## config.mk

```make
export PLATFORM = sky130hd
export DESIGN_NAME = cpu_sequencer
export DESIGN_NICKNAME = d
export VERILOG_FILES = /design/src/rtl/cpu_ctrl_pkg.sv /design/src/rtl/cpu_ctrl_decode.sv /design/src/rtl/cpu_sequencer.sv
export SDC_FILE = /design/constraint.sdc
export NUM_CORES = 1
export LEC_CHECK = 0
export ABC_AREA = 1
export CAP_MARGIN = 20
export CORE_MARGIN = 2
export CORE_UTILIZATION = 30
export CTS_BUF_LIST = sky130_fd_sc_hd__clkbuf_4 sky130_fd_sc_hd__clkbuf_8
export DETAILED_ROUTE_END_ITERATION = 12
export SYNTH_ARGS = -nofsm -noshare
export SYNTH_HDL_FRONTEND = slang
export SYNTH_SLANG_ARGS = --single-unit
```

## constraint.sdc

```tcl
create_clock -name clk -period 4.5 [get_ports clk]
set_input_delay 0.9 -clock clk [delete_from_list [all_inputs] [get_ports clk]]
set_output_delay 0.9 -clock clk [all_outputs]
set_load 0.01 [all_outputs]
```

## src/rtl/cpu_ctrl_pkg.sv

```systemverilog
// Shared definitions for the bus-datapath control sequencer: opcodes, ALU codes,
// sequencer states and the one-hot positions of the non-GPR bus agents.
package cpu_ctrl_pkg;

    localparam int NUM_GPR   = 8;
    localparam int GPR_IDX_W = $clog2(NUM_GPR);
    localparam int CTRL_W    = 20;
    localparam int IMM_W     = 16;
    localparam int CODE_W    = 23;

    localparam int IDX_G   = 9;
    localparam int IDX_A   = 10;
    localparam int IDX_IMM = 10;

    typedef enum logic [2:0] {
        OP_MV   = 3'd0,
        OP_MVI  = 3'd1,
        OP_ADD  = 3'd2,
        OP_SUB  = 3'd3,
        OP_AND  = 3'd4,
        OP_OR   = 3'd5,
        OP_XOR  = 3'd6,
        OP_HALT = 3'd7
    } opcode_t;

    typedef enum logic [2:0] {
        ALU_ADD = 3'd0,
        ALU_SUB = 3'd1,
        ALU_AND = 3'd2,
        ALU_OR  = 3'd3,
        ALU_XOR = 3'd4
    } alu_op_t;

    typedef enum logic [2:0] {
        ST_IDLE,
        ST_T1,
        ST_T2,
        ST_T3,
        ST_HALT
    } state_t;

    function automatic logic isAluOp(input opcode_t op);
        return (op == OP_ADD) || (op == OP_SUB) || (op == OP_AND) ||
               (op == OP_OR)  || (op == OP_XOR);
    endfunction

    function automatic alu_op_t aluCode(input opcode_t op);
        case (op)
            OP_SUB:  return ALU_SUB;
            OP_AND:  return ALU_AND;
            OP_OR:   return ALU_OR;
            OP_XOR:  return ALU_XOR;
            default: return ALU_ADD;
        endcase
    endfunction

endpackage

```

## src/rtl/cpu_ctrl_decode.sv

```systemverilog
// Moore decode of sequencer state plus latched instruction into datapath
// register enables, bus drivers, ALU/immediate code and the done pulse.
module cpu_ctrl_decode
    import cpu_ctrl_pkg::*;
(
    input  state_t                i_state,
    input  opcode_t               i_op,
    input  logic [GPR_IDX_W-1:0]  i_rx,
    input  logic [GPR_IDX_W-1:0]  i_ry,
    input  logic [IMM_W-1:0]      i_imm,
    output logic [CTRL_W-1:0]     o_r_en,
    output logic [CTRL_W-1:0]     o_tri,
    output logic [CODE_W-1:0]     o_code,
    output logic                  o_done
);

    // Each busy state sets exactly one driver bit, so the bus is never contended.
    always_comb begin
        o_r_en = '0;
        o_tri  = '0;
        o_code = '0;
        o_done = 1'b0;
        case (i_state)
            ST_T1: begin
                if (i_op == OP_MV) begin
                    o_tri[i_ry]  = 1'b1;
                    o_r_en[i_rx] = 1'b1;
                    o_done       = 1'b1;
                end else if (i_op == OP_MVI) begin
                    o_tri[IDX_IMM]     = 1'b1;
                    o_code[IMM_W-1:0]  = i_imm;
                    o_r_en[i_rx]       = 1'b1;
                    o_done             = 1'b1;
                end else if (isAluOp(i_op)) begin
                    o_tri[i_rx]   = 1'b1;
                    o_r_en[IDX_A] = 1'b1;
                end
            end
            ST_T2: begin
                if (isAluOp(i_op)) begin
                    o_tri[i_ry]   = 1'b1;
                    o_r_en[IDX_G] = 1'b1;
                    o_code[22:20] = aluCode(i_op);
                end
            end
            ST_T3: begin
                if (isAluOp(i_op)) begin
                    o_tri[IDX_G] = 1'b1;
                    o_r_en[i_rx] = 1'b1;
                    o_done       = 1'b1;
                end
            end
            default: begin
            end
        endcase
    end

endmodule

```

## src/rtl/cpu_sequencer.sv

```systemverilog
// Multi-cycle control sequencer: accepts one instruction per valid/ready handshake,
// holds it while stepping IDLE->T1(->T2->T3)->IDLE, and parks in HALT until reset.
module cpu_sequencer
    import cpu_ctrl_pkg::*;
(
    input  logic                  clk,
    input  logic                  rst_n,
    input  logic                  instr_valid,
    input  logic [2:0]            instr_op,
    input  logic [GPR_IDX_W-1:0]  instr_rx,
    input  logic [GPR_IDX_W-1:0]  instr_ry,
    input  logic [IMM_W-1:0]      instr_imm,
    output logic                  instr_ready,
    output logic [CTRL_W-1:0]     r_en_OH,
    output logic [CTRL_W-1:0]     tri_controller_OH,
    output logic [CODE_W-1:0]     code,
    output logic                  done,
    output logic                  halted
);

    state_t                r_state;
    opcode_t               r_op;
    logic [GPR_IDX_W-1:0]  r_rx;
    logic [GPR_IDX_W-1:0]  r_ry;
    logic [IMM_W-1:0]      r_imm;
    opcode_t               w_newOp;

    assign w_newOp = opcode_t'(instr_op);

    // Instructions are latched only from IDLE; valid while busy is simply not looked at.
    always_ff @(posedge clk or negedge rst_n) begin
        if (!rst_n) begin
            r_state <= ST_IDLE;
            r_op    <= OP_MV;
            r_rx    <= '0;
            r_ry    <= '0;
            r_imm   <= '0;
        end else begin
            case (r_state)
                ST_IDLE: begin
                    if (instr_valid) begin
                        r_op    <= w_newOp;
                        r_rx    <= instr_rx;
                        r_ry    <= instr_ry;
                        r_imm   <= instr_imm;
                        r_state <= (w_newOp == OP_HALT) ? ST_HALT : ST_T1;
                    end
                end
                ST_T1:   r_state <= isAluOp(r_op) ? ST_T2 : ST_IDLE;
                ST_T2:   r_state <= ST_T3;
                ST_T3:   r_state <= ST_IDLE;
                ST_HALT: r_state <= ST_HALT;
                default: r_state <= ST_IDLE;
            endcase
        end
    end

    assign instr_ready = (r_state == ST_IDLE);
    assign halted      = (r_state == ST_HALT);

    cpu_ctrl_decode u_decode (
        .i_state (r_state),
        .i_op    (r_op),
        .i_rx    (r_rx),
        .i_ry    (r_ry),
        .i_imm   (r_imm),
        .o_r_en  (r_en_OH),
        .o_tri   (tri_controller_OH),
        .o_code  (code),
        .o_done  (done)
    );

endmodule

```

==> results.toml, run 1 <==
[synthesis]
syn_area_per_cell_um2 = 6.94
ys.flop_type = "dfrtp_1"
synth_top_area_frac = 0.377
synth-edff-count = 0
synth_seq_area_share = 0.377
ys_ff_latch = 28
ys_top_cells_by_area = "dfrtp_1, nor2_1, buf_4"
mappedNetlistArea_um2 = 1860
synth_cells = 268
synthTopCellsByCount = "nor2_1, inv_1, nand2_1"
yosys_warnings = 0
synth_area_leader_cell = "dfrtp_1"
synthArstFlopShare = 1.00
synth_cell_types = 23
synthMostInstantiatedCell = "nor2_1"

[timing]
worst_pin_slew_ns = 0.847
drv_slew = 0
fmax_ghz = 0.313
rsz0062_at_grt = "false"
maxSlewHeadroom = 0.434
hold_viol_final = 0
finalCritPeriodShare = 0.710
fin_crit_ns = 3.20
report.final.setup_viol = 0
clock_skew_ns = 0.00303
tns_ns = 0

[run]
max-cap-violations = 0

[grt]
grt_max_degree = 51
first_global_vias = 1635
overflow = 0
grt_usage = 0.136
antenna_found_initial = 0
grt_pass1_wl_mm = 7.07

[setup_path]
critPathKind = "register to output port"
start_kind = "register"
crit_fanout = 9
endpoint_kind = "output port"
worstPathRequired_ns = 3.60
cp.arrival_ns = 2.30

[cells_and_area]
post-route-cell-area_um2 = 2580
regArea_um2 = 701
area_growth_pct = 38.5
drive_gt1_frac = 0.0507
fin_nets = 366
multi_input_comb_area_um2 = 891
n_antenna_cell = 0
fillers = 632
layout.cells.non_filler = 410

[power_and_ir_drop]
p_leak_nw = 1.26
powerDensity_nw_per_um2 = 499
ir_drop_v = 0.000184

[floorplan]
ios = 94
core_um2 = 5960
row_count = 28
die_y_um = 82.8
die_w_um = 82.8
die_area_um2 = 6850
start_util = 0.312

[clock_network]
cts_tree = "built"
post-cts-setup-buffer-count = 0
cts_buffer_depth = 2
cts_max_level = 1
cts_buffers = 3
clk_pin_slew_ns = 0.09
clockRootBuffer = "clkbuf_8"
clock_latency_ns = 0.27
cts.sinks = 28
cts_hold_buffers = 0
cts_resized = 0

[route]
wire_per_inst_um = 10.7
drc = 0
antenna_left = 0
vias_per_cell = 4.32
routed_wl_mm = 4.37
drtPass1Iterations = 4
drt_iter0_markers = 46
vias = 1771

[outcome]
status = "finished clean"

[placed_design]
portBuffers = 69
place_congestion = 0.836
dpl_cell_area_um2 = 2520
dp_hpwl_mm = 3.37
dp.cells = 406

[worst_hold_path]
hold_path_class = "register to register"
==> where the power goes <==
| group | leakage [nW] | total, mW | internal (mW) | switching (mW) |
|---|---|---|---|---|
| registers | 0.309 | 0.442 | 0.367 | 0.0748 |
| logic | 0.925 | 0.690 | 0.265 | 0.425 |
| clock network | 0.0288 | 0.154 | 0.0783 | 0.0759 |
| total | 1.26 | 1.29 | 0.710 | 0.576 |
==> metal layers <==
metal / part of all wire / global-route usage / vias up
li1: - / - / 916
met1: 0.45 / 0.167 / 771
met2: 0.42 / 0.226 / 79
met3: 0.11 / 0.0435 / 5
met4: 0.011 / 0.0443 / 0
met5: 0 / 0 / -
==> critical path, cell delays in order, from the launching register on <==
cell,delay (ns)
dfrtp_1,0.47
inv_1,0.10
ha_1,0.30
inv_1,0.05
nand2_2,0.14
nand2_2,0.13
o21ai_1,0.13
nand2_1,0.07
o21ai_0,0.07
clkdlybuf4s50_1,0.56
==> final timing paths <==
| kind | start | end | slack, ns | cells after the start |
|---|---|---|---|---|
| worst max-delay path | r_op[2] | tri_controller_OH[7] | 1.30 | 9 |
| worst max register to register | r_state[0] | r_ry[2] | 2.75 | 6 |
| max in group asynchronous | rst_n | r_ry[0] | 3.25 | 2 |
| worst min-delay path | r_imm[11] | r_imm[11] | 0.51 | 2 |
| worst min register to register | r_imm[11] | r_imm[11] | 0.51 | 2 |
| min in group asynchronous | rst_n | r_imm[1] | 0.99 | 2 |
==> registers in the layout, indices dropped and copies added, names as in the netlist <==
| register | flops |
|---|---|
| r_state | 3 |
| r_rx | 3 |
| r_op | 3 |
| r_ry | 3 |
| r_imm | 16 |
==> kinds of logic after synthesis <==
kind of cell | synth area share
and+or+nand+nor | 0.325
AOI/OAI and AO/OA | 0.0921
other | 0.00202
adders and majority gates | 0.0134
buffers and inverters | 0.191
DFF | 0.377
==> placed cells by master (no fill, tap or decap), types with 2 or more instances in the layout <==
master	instances
a21oi_1	26
clkbuf_8	4
clkdlybuf4s50_1	69
conb_1	24
dfrtp_1	28
ha_1	2
inv_1	35
inv_2	2
nand2_1	33
nand2_2	4
nand3_1	22
nor2_1	63
nor2_2	2
nor3_1	4
o21ai_0	4
or2_0	6
==> cell type report <==
type,count,share of cell area
clock buffer,4,0.0214
inverter,37,0.0539
multi-input combinational,196,0.346
sequential,28,0.272
tap,75,0.0364
timing repair buffer,70,0.271
==> stage by stage <==
step	hold slack, ns	utilization	worst slack (ns)	total power, mW
2_1_floorplan	0.481	-	2.20	0.913
3_3_place_gp	0.492	0.424	1.64	1.13
3_5_place_dp	0.502	0.424	1.60	1.14
4_1_cts	0.524	0.433	1.28	1.30
5_1_grt	0.544	0.433	1.09	1.42
6_report	0.515	0.433	1.30	1.29
Note: power is estimated with default switching activity, not from simulation.
==> run 2: changes to the inputs <==
==> constraint.sdc (replaced) <==
create_clock -name clk -period 3.2 [get_ports clk]
set_input_delay 0.64 -clock clk [delete_from_list [all_inputs] [get_ports clk]]
set_output_delay 0.64 -clock clk [all_outputs]
set_load 0.01 [all_outputs]
==> run 2 against run 1 <==
Via count increased by 0.51%. Utilization unchanged. Clock skew decreased by 0.0024 ns. Cell area unchanged. Register-to-register slack got worse by 1.3 ns. Clock power increased by 42%. Highest routed layer unchanged. Worst hold slack improved by 0.0029 ns. Non-clock buffer count unchanged. First-iteration DRC count decreased by 8.7%. Sequential power increased by 40%. Wire length increased by 1.2%. Total power increased by 41%.
==> results.toml, run 2 (same netlist as run 1, synthesis figures left out) <==
[floorplan]
row_count = 28
start_util = 0.312
die_area_um2 = 6850
die_y_um = 82.8
die_w_um = 82.8
ios = 94
core_um2 = 5960

[grt]
grt_max_degree = 51
top_usage_layer = "met2"
grtUsageMet3 = 0.0478
grt_pass1_wl_mm = 7.35
first_global_vias = 1717
antenna_found_initial = 0
grt_usage = 0.137
use_met2 = 0.227
overflow = 0
grt_use_met1 = 0.168

[clock_network]
cts_resized = 0
cts.sinks = 28
clockRootBuffer = "clkbuf_8"
cts_max_level = 1
clk_pin_slew_ns = 0.09
cts_tree = "built"
cts_buffer_depth = 2
clock_latency_ns = 0.27
cts_buffers = 3
post-cts-setup-buffer-count = 0
cts_hold_buffers = 0

[setup_path]
worstPathRequired_ns = 2.56
critPathKind = "register to output port"
start_kind = "register"
cp.arrival_ns = 2.33
endpoint_kind = "output port"
crit_fanout = 9
r2r_cells = 6

[cells_and_area]
area_growth_pct = 38.5
final_cell_mix = "clkdlybuf4s50_1, nor2_1, inv_1, nand2_1, dfrtp_1"
fin_nets = 366
largest_register_ffs = 16
drive_gt1_frac = 0.0507
final_common_cell = "clkdlybuf4s50_1"
post-route-cell-area_um2 = 2580
regMostFlops = "r_imm"
n_antenna_cell = 0

[run]
max-cap-violations = 0

[timing]
report.final.setup_viol = 0
worst_pin_slew_ns = 0.849
fin_crit_ns = 2.97
finalCritPeriodShare = 0.929
tns_ns = 0
fmax_ghz = 0.337
maxSlewHeadroom = 0.432
clock_skew_ns = 0.000595
hold_viol_final = 0
rsz0062_at_grt = "false"
drv_slew = 0

[power_and_ir_drop]
ir_drop_v = 0.000237
p_leak_nw = 1.26
powerDensity_nw_per_um2 = 703

[route]
drt_iter0_markers = 42
vias_per_cell = 4.34
drc = 0
vias = 1780
wire_per_inst_um = 10.8
antenna_left = 0
routed_wl_mm = 4.43
drtPass1Iterations = 5

[placed_design]
dpl_cell_area_um2 = 2520
dp_hpwl_mm = 3.44
place_congestion = 0.828
portBuffers = 69

[outcome]
status = "finished clean"

[worst_hold_path]
min_path_cells = 2
hold_path_class = "register to register"
run 2: cell counts in the layout (fill, tap and decap cells not counted):
No cell type changed its count.
run 2: worst paths after layout:
check / from / slack (ns) / to
worst max-delay path: r_op[2] / 0.23 / tri_controller_OH[7]
worst min-delay path: r_imm[10] / 0.52 / r_imm[10]
worst max register to register: r_state[1] / 1.47 / r_ry[2]
worst min register to register: r_imm[10] / 0.52 / r_imm[10]
max in group asynchronous: rst_n / 2.21 / r_imm[8]
min in group asynchronous: rst_n / 0.73 / r_imm[2]
run 2: layout make-up:
type | instances | area [um^2]
well taps | 75 | 93.8
fillers | 622 | 3380
flip-flops and latches | 28 | 701
multi-input cells | 196 | 891
inverters | 37 | 139
repair buffers | 70 | 698
clock buffers | 4 | 55.1
run 2: stage by stage:
stage / worst slack (ns) / utilization / std cells / power, mW / hold slack, ns
2_1_floorplan: 1.16 / - / 291 / 1.28 / 0.344
3_3_place_gp: 0.604 / 0.424 / 406 / 1.59 / 0.489
3_5_place_dp: 0.542 / 0.424 / 406 / 1.61 / 0.502
4_1_cts: 0.215 / 0.433 / 410 / 1.83 / 0.525
5_1_grt: 0.0255 / 0.433 / 410 / 2.00 / 0.537
6_report: 0.229 / 0.433 / 410 / 1.81 / 0.518
run 2: power breakdown:
part           internal, mW  switching, mW  total, mW
clock                 0.110          0.108      0.218
combinational         0.373          0.599      0.972
sequential            0.516          0.105      0.621
run 2: layer usage:
layer,up-vias,routed length [um]
met4,0,40
met5,-,0
met3,4,470
li1,916,-
met2,79,1930
met1,781,1980
run 2: critical path: stages (launching register included):
cell and delay [ns]:
dfrtp_1 0.48, inv_1 0.10, ha_1 0.31, inv_1 0.05
nand2_2 0.14, nand2_2 0.13, o21ai_1 0.13, nand2_1 0.08
o21ai_0 0.08, clkdlybuf4s50_1 0.56
